`config.mk`:
```
export PLATFORM = sky130hd
export DESIGN_NAME = bram_sdp
export DESIGN_NICKNAME = d
export VERILOG_FILES = /design/src/rtl/bram_pkg.sv /design/src/rtl/bram_rd_pipe.sv /design/src/rtl/bram_sdp.sv
export SDC_FILE = /design/constraint.sdc
export NUM_CORES = 1
export LEC_CHECK = 0
export CORE_ASPECT_RATIO = 1.1
export CORE_MARGIN = 4
export CORE_UTILIZATION = 62
export DETAILED_ROUTE_END_ITERATION = 6
export PLACE_DENSITY = 0.8
export SETUP_SLACK_MARGIN = 0.5
export SLEW_MARGIN = 20
export SYNTH_ARGS = -nofsm -noshare
export SYNTH_HDL_FRONTEND = slang
export SYNTH_SLANG_ARGS = --single-unit
```
`constraint.sdc`:
```
create_clock -name clk -period 2.5 [get_ports clk]
set_input_delay 0.5 -clock clk [delete_from_list [all_inputs] [get_ports clk]]
set_output_delay 0.5 -clock clk [all_outputs]
set_load 0.02 [all_outputs]
```
`src/rtl/bram_pkg.sv`:
```
// Shared types and helpers for the simple-dual-port block RAM.
// byte_merge works on words up to MERGE_MAX_W bits; callers zero-extend and truncate.
package bram_pkg;

    typedef enum logic {
        ST_CLEAR = 1'b0,
        ST_RUN   = 1'b1
    } state_t;

    localparam int unsigned MERGE_MAX_W  = 256;
    localparam int unsigned MERGE_MAX_BE = MERGE_MAX_W / 8;

    // Replace the byte lanes of old_w selected by be with the lanes of new_w.
    function automatic logic [MERGE_MAX_W-1:0] byte_merge(
        input logic [MERGE_MAX_W-1:0]  old_w,
        input logic [MERGE_MAX_W-1:0]  new_w,
        input logic [MERGE_MAX_BE-1:0] be
    );
        logic [MERGE_MAX_W-1:0] res;
        res = old_w;
        for (int i = 0; i < int'(MERGE_MAX_BE); i++) begin
            if (be[i]) begin
                res[8*i +: 8] = new_w[8*i +: 8];
            end
        end
        return res;
    endfunction

endpackage

```
`src/rtl/bram_rd_pipe.sv`:
```
// Read-data delay line: carries {data, valid} LATENCY stages; each stage only
// loads data alongside a valid, so the output holds the last read result.
module bram_rd_pipe #(
    parameter int unsigned DATA_W  = 32,
    parameter int unsigned LATENCY = 1
) (
    input  logic              clk,
    input  logic              rst,
    input  logic              i_valid,
    input  logic [DATA_W-1:0] i_data,
    output logic              o_valid,
    output logic [DATA_W-1:0] o_data
);

    localparam int unsigned LAST = LATENCY - 1;

    logic              r_vld  [LATENCY];
    logic [DATA_W-1:0] r_data [LATENCY];

    always_ff @(posedge clk) begin
        if (rst) begin
            for (int k = 0; k < int'(LATENCY); k++) begin
                r_vld[k]  <= 1'b0;
                r_data[k] <= '0;
            end
        end else begin
            r_vld[0] <= i_valid;
            if (i_valid) begin
                r_data[0] <= i_data;
            end
            for (int k = 1; k < int'(LATENCY); k++) begin
                r_vld[k] <= r_vld[k-1];
                if (r_vld[k-1]) begin
                    r_data[k] <= r_data[k-1];
                end
            end
        end
    end

    assign o_valid = r_vld[LAST];
    assign o_data  = r_data[LAST];

endmodule

```
`src/rtl/bram_sdp.sv`:
```
// Simple-dual-port RAM with byte enables, 1/2-cycle registered read, selectable
// read-during-write bypass and a sweep engine that fills every word with CLEAR_VAL.
module bram_sdp
    import bram_pkg::*;
#(
    parameter int unsigned       DATA_W     = 32,
    parameter int unsigned       DEPTH      = 32,
    parameter int unsigned       ADDR_W     = $clog2(DEPTH),
    parameter int unsigned       RD_LATENCY = 1,
    parameter int unsigned       RDW_MODE   = 0,
    parameter logic [DATA_W-1:0] CLEAR_VAL  = '0
) (
    input  logic                clk,
    input  logic                rst,
    input  logic                clr,
    input  logic                wr,
    input  logic [ADDR_W-1:0]   wr_addr,
    input  logic [DATA_W/8-1:0] be,
    input  logic [DATA_W-1:0]   data_in,
    input  logic                rd,
    input  logic [ADDR_W-1:0]   rd_addr,
    output logic [DATA_W-1:0]   data_out,
    output logic                rd_valid,
    output logic                addr_err,
    output logic                busy
);

    localparam int unsigned       BE_W     = DATA_W / 8;
    localparam int unsigned       AW1      = ADDR_W + 1;
    localparam logic [ADDR_W:0]   DEPTH_A  = AW1'(DEPTH);
    localparam logic [ADDR_W-1:0] LAST_PTR = ADDR_W'(DEPTH - 1);
    localparam bit                RDW_NEW  = (RDW_MODE != 0);

    logic [DATA_W-1:0] r_mem [DEPTH];

    state_t            r_state;
    state_t            w_state_nxt;
    logic [ADDR_W-1:0] r_ptr;
    logic [ADDR_W-1:0] w_ptr_nxt;
    logic              r_busy;
    logic              r_addr_err;

    logic              w_run;
    logic              w_wr_in;
    logic              w_rd_in;
    logic              w_wr_ok;
    logic              w_rd_ok;
    logic              w_err;
    logic              w_rdw_hit;
    logic              w_mem_we;
    logic [ADDR_W-1:0] w_mem_addr;
    logic [BE_W-1:0]   w_mem_be;
    logic [DATA_W-1:0] w_mem_wdata;
    logic [DATA_W-1:0] w_rd_word;
    logic [DATA_W-1:0] w_rd_merged;
    logic [DATA_W-1:0] w_rd_data;

    assign w_run   = (r_state == ST_RUN);
    assign w_wr_in = ({1'b0, wr_addr} < DEPTH_A);
    assign w_rd_in = ({1'b0, rd_addr} < DEPTH_A);
    assign w_wr_ok = wr & w_run & w_wr_in;
    assign w_rd_ok = rd & w_run;
    assign w_err   = w_run & ((wr & ~w_wr_in) | (rd & ~w_rd_in));

    // Single write port shared between the clear sweep and user writes.
    assign w_mem_we    = ~rst & (~w_run | w_wr_ok);
    assign w_mem_addr  = w_run ? wr_addr : r_ptr;
    assign w_mem_be    = w_run ? be : '1;
    assign w_mem_wdata = w_run ? data_in : CLEAR_VAL;

    always_ff @(posedge clk) begin
        if (w_mem_we) begin
            for (int i = 0; i < int'(BE_W); i++) begin
                if (w_mem_be[i]) begin
                    r_mem[w_mem_addr][8*i +: 8] <= w_mem_wdata[8*i +: 8];
                end
            end
        end
    end

    // Read side: out-of-range reads return zero; new-data mode merges a same-address write.
    assign w_rdw_hit   = RDW_NEW & w_wr_ok & w_rd_in & (rd_addr == wr_addr);
    assign w_rd_word   = w_rd_in ? r_mem[rd_addr] : '0;
    assign w_rd_merged = DATA_W'(byte_merge(MERGE_MAX_W'(w_rd_word),
                                            MERGE_MAX_W'(data_in),
                                            MERGE_MAX_BE'(be)));
    assign w_rd_data   = w_rdw_hit ? w_rd_merged : w_rd_word;

    always_comb begin
        w_state_nxt = r_state;
        w_ptr_nxt   = r_ptr;
        case (r_state)
            ST_CLEAR: begin
                w_ptr_nxt = r_ptr + ADDR_W'(1);
                if (r_ptr == LAST_PTR) begin
                    w_state_nxt = ST_RUN;
                    w_ptr_nxt   = '0;
                end
            end
            ST_RUN: begin
                if (clr) begin
                    w_state_nxt = ST_CLEAR;
                    w_ptr_nxt   = '0;
                end
            end
            default: begin
                w_state_nxt = ST_CLEAR;
                w_ptr_nxt   = '0;
            end
        endcase
    end

    always_ff @(posedge clk) begin
        if (rst) begin
            r_state    <= ST_CLEAR;
            r_ptr      <= '0;
            r_busy     <= 1'b1;
            r_addr_err <= 1'b0;
        end else begin
            r_state    <= w_state_nxt;
            r_ptr      <= w_ptr_nxt;
            r_busy     <= (w_state_nxt == ST_CLEAR);
            r_addr_err <= w_err;
        end
    end

    bram_rd_pipe #(
        .DATA_W  (DATA_W),
        .LATENCY (RD_LATENCY)
    ) u_rd_pipe (
        .clk     (clk),
        .rst     (rst),
        .i_valid (w_rd_ok),
        .i_data  (w_rd_data),
        .o_valid (rd_valid),
        .o_data  (data_out)
    );

    assign busy     = r_busy;
    assign addr_err = r_addr_err;

endmodule

```
# == After elaboration in Yosys (flattened, before gate mapping) ==
# Memories as Yosys holds them, arrays and structs flattened.
# Index checks and enable logic that the tools add are counted.
# totals
regBits,7
mem_bits_rw,1057
input_bits,51
output_inout_bits,35
wordCells,49
mem_count,3
# mem_list
memory,depth,word_bits,rd,rd_ports_with_merged_regs,write_ports,line,source
r_mem,32,32,1,0,1,bram_sdp.sv:34,logic [DATA_W-1:0] r_mem [DEPTH];
u_rd_pipe.r_data,1,32,1,0,1,bram_rd_pipe.sv:18,logic [DATA_W-1:0] r_data [LATENCY];
u_rd_pipe.r_vld,1,1,1,0,1,bram_rd_pipe.sv:17,logic r_vld [LATENCY];
# op_classes
n_addsub,1
n_eq_ne,2
mux,31
n_bitwise,7
reduce_logical,2
# ops
op,count
32-bit 2-to-1 mux,2
32-bit OR reduction,1
1-bit 2-to-1 mux,23
5-bit 2-to-1 mux,3
5-bit one-hot mux with 2 select lines,1
5-bit by 1-bit adder with 5-bit output (second input constant),1
5-bit equality test (second input constant),1
4-bit 2-to-1 mux,1
1-bit bitwise AND,3
1-bit inverter,3
2-bit inequality test (second input constant),1
1-bit one-hot mux with 2 select lines,1
1-bit bitwise OR,1
1-bit OR reduction,1

# == Longest topological paths before layout ==
# Gate-level depths: netlist of the first run.
# depth
word_depth,6
mapped_depth,9
mapped_depth_nobuf,6

# == By module ==
# A second synthesis of the first run with hierarchy kept.
# hier_totals
cells_unflattened,2540
area_unflattened_um2,42493.3
# by_module_without_submodules
module,instances,cells_per_inst,area_each_um2,seq_area_each_um2
bram_sdp,1,2467,41178.2,30889.6
bram_rd_pipe,1,73,1315.0,980.9

# == Least setup slack after synthesis of the first run ==
# No wires, ideal clock.
# synth_timing
path_kind,register -> register
startpoint,register r_ptr[0]
endpoint,memory r_mem[11][0] (enable)
setup_ns,0.383
arrival_ns,1.889
required_ns,2.117
slack_ns,0.227
path_stages_with_launch,6
path_buffers,1
period_less_slack_ns,2.273
cell_sequence,dfxtp_1 > inv_1 > o32ai_1 > nand2_1 > clkbuf_1 > nor3_1
# synth_via
elab_chain_cells,1
# synth_rtl
element,line,source
start: declaration,bram_sdp.sv:38,logic [ADDR_W-1:0] r_ptr;
start signal: assignment,bram_sdp.sv:121,r_ptr <= w_ptr_nxt;
5-bit 2-to-1 mux,bram_sdp.sv:67,assign w_mem_addr = w_run ? wr_addr : r_ptr;
end: declaration,bram_sdp.sv:34,
# No other way between the ends.

# == Final worst setup path of the first run ==
# layout_timing
startpoint,register r_state
endpoint,memory r_mem[2][5] (enable)
# layout_via
elab_chain_cells,5
elab_cells_between_ends,9
cone_classes,5 x mux; 4 x bitwise
# layout_rtl
element,line,source
start: declaration,bram_sdp.sv:36,state_t r_state;
start signal: assignment,bram_sdp.sv:120,r_state <= w_state_nxt;
1-bit bitwise AND / 1-bit inverter (equally long branches),-,
1-bit bitwise OR,bram_sdp.sv:66,assign w_mem_we = ~rst & (~w_run | w_wr_ok);
1-bit bitwise AND,bram_sdp.sv:66,
1-bit 2-to-1 mux,bram_sdp.sv:72,if (w_mem_we) begin
1-bit 2-to-1 mux (implied by the code),bram_sdp.sv:75,r_mem[w_mem_addr][8*i +: 8] <= w_mem_wdata[8*i +: 8];
# Parallel ways exist; a longest one is shown, timed or not.

==> results.md, run 1 <==
* Crit-path max FO at 10
* Die Ht at 280 microns
* Design area at 50200 sq um
* CORE AREA at 66400 sq um
* Largest cells by area after synthesis: edfxtp_1 (76%), mux4_2 (12%), mux2i_1 (3.1%)
* CTS clk-pin slew, worst paths at roughly 0.07 ns
* Setup crit start kind: flip-flop
* Synth async-reset ratio at 0%
* Die width at 255 microns
* Pwr/cell area at 716 nW/um^2
* Synth Flop Type: edfxtp_1
* Pins over their slew limit at 0
* Reg-to-reg endpoint: r_mem[2][5]$_DFFE_PP_
* TritonCTS Sinks at 1064
* Die footprint at 71300 sq um
* Post-synthesis sequential area ratio at between 70% and 80%
* RSZ-0062 raised after global routing: yes
* Synthesized instance count at 1967
* R2R depth at 8
* Crit path DAT at between 2 and 2.5 ns
* Max-Cap Viols at 0
* Yosys warning count at 0
* Critical path type: reg -> reg
* Least-Margin Pin Slew at 0.821 ns
* Most frequent cells in the layout: edfxtp_1 (1056), mux4_2 (224), buf_4 (166)
* Post-route minimum period at approximately 2.1 ns
* Largest net degree at the start of global routing at 49
* FF-to-FF setup slack at 0.35 ns
* Wire per inst at 33.0 microns
* Clk_lat worst skew at 0.66 ns
* Cell area after synthesis at approximately 42000 sq um
* Setup violations, final at 0
* I/O pin count at 86
* FF-to-FF Start: r_state$_SDFF_PP0_
* Area fraction of the dominant cell type after synthesis at 76.2%
* Period utilisation layout at between 80% and 90%
* Netlist cell types at roughly 40
* Final hold slack at 0.531 ns
* GRT Overall Usage at 30.1%
* CTS tree: done
* Share of cells above drive strength 1 at ~35%
* Crit. End Element: flip-flop
* DRC viols at 0
* Gpl congestion at roughly 0.98
* Vias in the first global route at ~23000
* Final core occ at 75.6%
* Most common cell after layout, fill and taps aside: edfxtp_1
* Nets at ~2400
* Peak supply drop at 571 uV
* CP max-delay cell: dfxtp_4
* Final ANT Viol Nets at 0
* Synth Register Bits at around 1100
* Synthesized area per cell at approximately 21 sq um
* Cell Chain, Critical Path: buf_12, nand2b_1, o32ai_1, buf_4, nand3_1, buf_4, nor2_1, buf_6
* GRT overflow at 0
* Critical path capture point: r_mem[2][5]$_DFFE_PP_
* Vias/cell at 6.96
* First-pass DRT Iterations at 7
* CP dominant cell by count: buf_4
* Total CTS buffers at 96
* Fmax at between 0.4 and 0.5 GHz
* CTS H-Tree Depth at 3
* Net Count, Synth at about 2000
* Area Growth Syn to Fin at 20.6%
* Initial drt markers at about 3400
* Cell taking the most area after synthesis: edfxtp_1
* Max_slew headroom at approximately 45%
* Setup ws final at about 0.35 ns
* CTS Root Buffer Type: clkbuf_16
* Post-DP Area at 46000 sq um
* Outcome: complete, no violations
* Critical path startpoint: r_state$_SDFF_PP0_
* EDFF count, synth at 1056
* Total number of vias at 22900
* First-pass GRT wire length at between 150000 and 200000 microns
* Drt total wl at ~110000 microns
* Num rows at between 90 and 100
* DP Worst Slack at -0.203 ns
* Placed wire-length estimate at ~63000 microns
* Leakage at between 15 and 20 nW
* Pwr Total at 35.9 mW
* Filler cells at 3309
* Critical Path RT at 2.84 ns
* Worst Clk Skew at 0.0231 ns
* Largest stage delay on the critical path at roughly 0.42 ns
* Port bufs at 84
* Clk buf depth at 3
* Starting Density at 62.7%
* Worst min-delay path class: in -> reg
* Hold Fails Final Rpt at 0
* Initial antenna violation count at 3
## power breakdown
part           internal, mW  total [mW]  switching (mW)
Combinational         0.825        1.85            1.03
Clock                  8.18        14.6            6.38
Sequential             19.5        19.5          0.0470
## flip-flops by register name (all words and copies together) (netlist names)
| name | flops |
|---|---|
| busy | 1 |
| r_state | 1 |
| u_rd_pipe.r_data | 32 |
| r_ptr | 5 |
| u_rd_pipe.r_vld | 1 |
| r_mem | 1024 |
## Yosys cell counts, types with 3 or more instances
cell type	number
a21o_1	6
nand3b_1	5
and2_1	33
o2111ai_1	5
dfxtp_1	8
ha_1	3
o32ai_1	6
buf_1	8
nand2b_1	4
a21oi_1	8
nand3_1	20
buf_2	31
nor3_1	27
a31oi_1	32
nor2b_1	5
nand2_1	26
mux2i_1	129
a221o_1	32
buf_4	17
a221oi_2	25
edfxtp_1	1056
o21ai_0	4
mux4_2	224
clkbuf_1	49
o21ai_1	25
inv_1	6
buf_6	16
nor2_1	109
a22oi_1	32
## layout make-up
cell class,instances,area (sq um),area share [%]
Antenna cell,1,2.50,0.00499
Clock buffer,119,2510,5.00
Clock inverter,58,559,1.11
Inverter,6,23.8,0.0474
Multi-Input combinational cell,773,9680,19.3
Sequential cell,1064,31900,63.6
Tap cell,858,1070,2.14
Timing Repair Buffer,408,4440,8.84
## worst min path at each step
stage | startpoint | end | cells after the start
global placement | r_ptr[2]$_SDFFE_PP0P_ | r_ptr[2]$_SDFFE_PP0P_ | 2
floorplan | r_ptr[2]$_SDFFE_PP0P_ | r_ptr[2]$_SDFFE_PP0P_ | 2
detailed placement | r_ptr[2]$_SDFFE_PP0P_ | r_ptr[2]$_SDFFE_PP0P_ | 2
CTS | rd_addr[4] | u_rd_pipe.r_data[0][14]$_SDFFCE_PN0P_ | 3
finish | rd_addr[4] | u_rd_pipe.r_data[0][14]$_SDFFCE_PN0P_ | 3
global route | rd_addr[4] | u_rd_pipe.r_data[0][12]$_SDFFCE_PN0P_ | 3
## per-layer routing
layer	vias up	GRT usage, %	part of all wire [%]
li1	9007	-	-
met1	11700	41.0	34
met2	1800	48.9	51
met3	334	6.43	11
met4	4	11.4	4.7
met5	-	0	0.025
## stage by stage
step | TNS, ns | instances
after floorplan | 0 | 1967
final | 0 | 3287
after global routing | 0 | 3287
after CTS | 0 | 3276
after global placement | -30.02 | 3085
after detailed placement | -34.46 | 3085
## logic make-up (layout without fill, tap and decap cells)
kind of cell / after synthesis / after routing / share of synthesized area [%]
AOI/OAI and AO/OA: 181 / 181 / 3.64
other: 1 / 2 / 0.00901
and+or+nand+nor: 234 / 234 / 2.61
muxes: 354 / 354 / 15.3
adders and majority gates: 3 / 3 / 0.0902
DFF: 1064 / 1064 / 76.6
buffers and inverters: 130 / 591 / 1.80
## critical path: cells and delay by family (launching register included)
family | cells | cell delay (ns)
AOI/OAI and AO/OA | 1 | 0.14
buffers and inverters | 4 | 0.79
DFF | 1 | 0.42
and+or+nand+nor | 3 | 0.49
## what timing repair did
action                                  4_1_cts  5_1_grt
cloned                                        2        1
endpoints found under the setup margin     1080      997
resized for setup                           102      138
pin swaps                                     7       10
setup buffers                                12        7
hold buffers                                  0        0
No activity file was read; power rests on OpenSTA's default activity.
==> run 2: changes to the inputs <==
--- a/config.mk
+++ b/config.mk
@@ -8,6 +8,7 @@
 export CORE_ASPECT_RATIO = 1.1
 export CORE_MARGIN = 4
 export CORE_UTILIZATION = 62
+export CTS_CLUSTER_SIZE = 14
 export DETAILED_ROUTE_END_ITERATION = 6
 export PLACE_DENSITY = 0.8
 export SETUP_SLACK_MARGIN = 0.5
==> results.md, run 2 (synthesis gave the netlist of run 1 again) <==
* CP delay by family, top: buffers and inverters
* Hold-fix buffers at CTS at 0
* CP dominant cell by count: buf_4
* Total number of vias at 22700
* Max_slew headroom at 37.9%
* Reg-to-reg endpoint: r_mem[21][28]$_DFFE_PP_
* Cell Chain, Critical Path: buf_6, buf_12, nor2b_1, a21o_4, nand3_1, buf_4, nor2_1, buf_4
* Largest net degree at the start of global routing at 49
* Pwr/cell area at approximately 710 nW/um^2
* Worst min-delay path class: in -> reg
* Final ANT Viol Nets at 0
* CTS clk-pin slew, worst paths at 0.06 ns
* Drt total wl at 109000 microns
* GRT overflow at 0
* Worst Clk Skew at 0.0256 ns
* Starting Density at 62.7%
* Vias in the first global route at 22900
* Largest Register: r_mem
* Pins over their slew limit at 0
* CTS tree: done
* Largest stage delay on the critical path at approximately 0.38 ns
* Crit-path max FO at 9
* Peak supply drop at 569 uV
* Setup crit start kind: flip-flop
* Vias/cell at 6.91
* Initial antenna violation count at 1
* FF-to-FF setup slack at 0.41 ns
* Filler cells at 3357
* CP max-delay cell: dfxtp_4
* First-pass DRT Iterations at 5
* Most frequent cells in the layout: edfxtp_1 (1056), mux4_2 (224), buf_4 (193)
* CP bufs+invs at 4
* Outcome: complete, no violations
* Initial drt markers at 3470
* Port bufs at 84
* Largest regs: r_mem x1024, u_rd_pipe.r_data x32, r_ptr x5
* GRT Overall Usage at 30.0%
* Critical Path RT at between 2 and 3 ns
* CORE AREA at 66400 sq um
* Area Growth Syn to Fin at 20.0%
* Wire per inst at 33.1 microns
* Period utilisation layout at 83.6%
* Largest register FFs at 1024
* Critical path type: reg -> reg
* Setup violations, final at 0
* First-pass GRT wire length at 155000 microns
* Least-Margin Pin Slew at 0.928 ns
* Placed wire-length estimate at 62700 microns
* Share of cells above drive strength 1 at 33.8%
* Crit path DAT at approximately 2.5 ns
* Crit. End Element: flip-flop
* Die footprint at 71300 sq um
* R2R depth at 8
* Die Ht at about 280 microns
* Most common cell after layout, fill and taps aside: edfxtp_1
* I/O pin count at 86
* Nets at roughly 2400
* Fmax at 0.479 GHz
* Final core occ at approximately 75%
* Hold path depth at 3
* Hold Startpoint: rd_addr[4]
* Clk buf depth at 3
* DRC viols at 0
* CTS H-Tree Depth at 3
* CTS Root Buffer Type: clkbuf_16
* Hold Fails Final Rpt at 0
* Stages on worst setup path at 8
* Leakage at 16.5 nW
* Max-Cap Viols at 0
* Final hold slack at between 0.5 and 0.6 ns
* Clk_lat worst skew at 0.66 ns
* Die width at 255 microns
* Post-route minimum period at 2.09 ns
* TritonCTS Sinks at between 1000 and 1500
* FF-to-FF Start: r_state$_SDFF_PP0_
* Num rows at 99
* Total CTS buffers at 96
* RSZ-0062 raised after global routing: yes
* Gpl congestion at 0.982
* Worst Hold Path EP: u_rd_pipe.r_data[0][14]$_SDFFCE_PN0P_
[run 2: cell types whose count changed in the layout (fill, tap and decap cells not counted), sizes merged, moves of 3 or more]
cell	previous run	this run
clkinvlp	8	1
clkbuf	119	130
clkinv	36	32
bufinv	10	7
[run 2: layout make-up]
| class | count | area (sq um) | area share [%] |
|---|---|---|---|
| multi-input combinational | 773 | 9680 | 19.4 |
| antenna | 1 | 2.50 | 0.00501 |
| timing repair buffer | 407 | 4300 | 8.61 |
| clock inverter | 43 | 385 | 0.772 |
| sequential | 1064 | 31900 | 63.9 |
| clock buffer | 130 | 2580 | 5.17 |
| tap | 858 | 1070 | 2.15 |
| inverter | 6 | 23.8 | 0.0476 |
[run 2: metal layers]
layer | global-route usage [%] | routed length [microns] | vias to the layer above
met5 | 0 | 0 | -
met4 | 12.6 | 5250 | 0
met3 | 6.05 | 11200 | 295
met2 | 48.4 | 54900 | 1733
met1 | 41.1 | 37200 | 11600
li1 | - | - | 8994
[run 2: power breakdown]
group          internal, mW  switching [mW]  total (mW)
combinational         0.809            1.02        1.83
clock                  7.94            6.26        14.2
sequential             19.5          0.0476        19.5
[run 2: how the worst max path moves through the flow]
stage | from | to | slack (ns)
6_report | r_state$_SDFF_PP0_ | r_mem[21][28]$_DFFE_PP_ | 0.41
2_1_floorplan | rst | r_mem[3][10]$_DFFE_PP_ | 0.34
3_5_place_dp | wr_addr[2] | r_mem[27][4]$_DFFE_PP_ | -0.20
3_3_place_gp | wr_addr[2] | r_mem[27][28]$_DFFE_PP_ | -0.24
4_1_cts | r_state$_SDFF_PP0_ | r_mem[31][15]$_DFFE_PP_ | 0.44
5_1_grt | r_state$_SDFF_PP0_ | r_mem[21][9]$_DFFE_PP_ | 0.37
[run 2: worst register-to-register path: stages, from the launching register on]
cell,delay (ns)
dfxtp_4,0.38
buf_6,0.11
buf_12,0.12
nor2b_1,0.27
a21o_4,0.24
nand3_1,0.17
buf_4,0.19
nor2_1,0.12
buf_4,0.21
[run 2: timing repair]
action | in CTS | in global routing
gates cloned | 2 | 0
gates resized for setup | 89 | 116
setup buffers | 14 | 5
endpoints found under the setup margin | 1078 | 873
pin swaps | 3 | 18
[run 2: through the flow]
step	TNS, ns	area (sq um)	power, mW	worst slack, ns	cells
2_1_floorplan	0	42000	20.9	0.340	1967
3_3_place_gp	-30.02	46000	21.5	-0.237	3085
3_5_place_dp	-34.46	46000	21.6	-0.203	3085
4_1_cts	0	49300	35.5	0.440	3274
5_1_grt	0	49900	36.5	0.366	3282
6_report	0	49900	35.5	0.411	3282
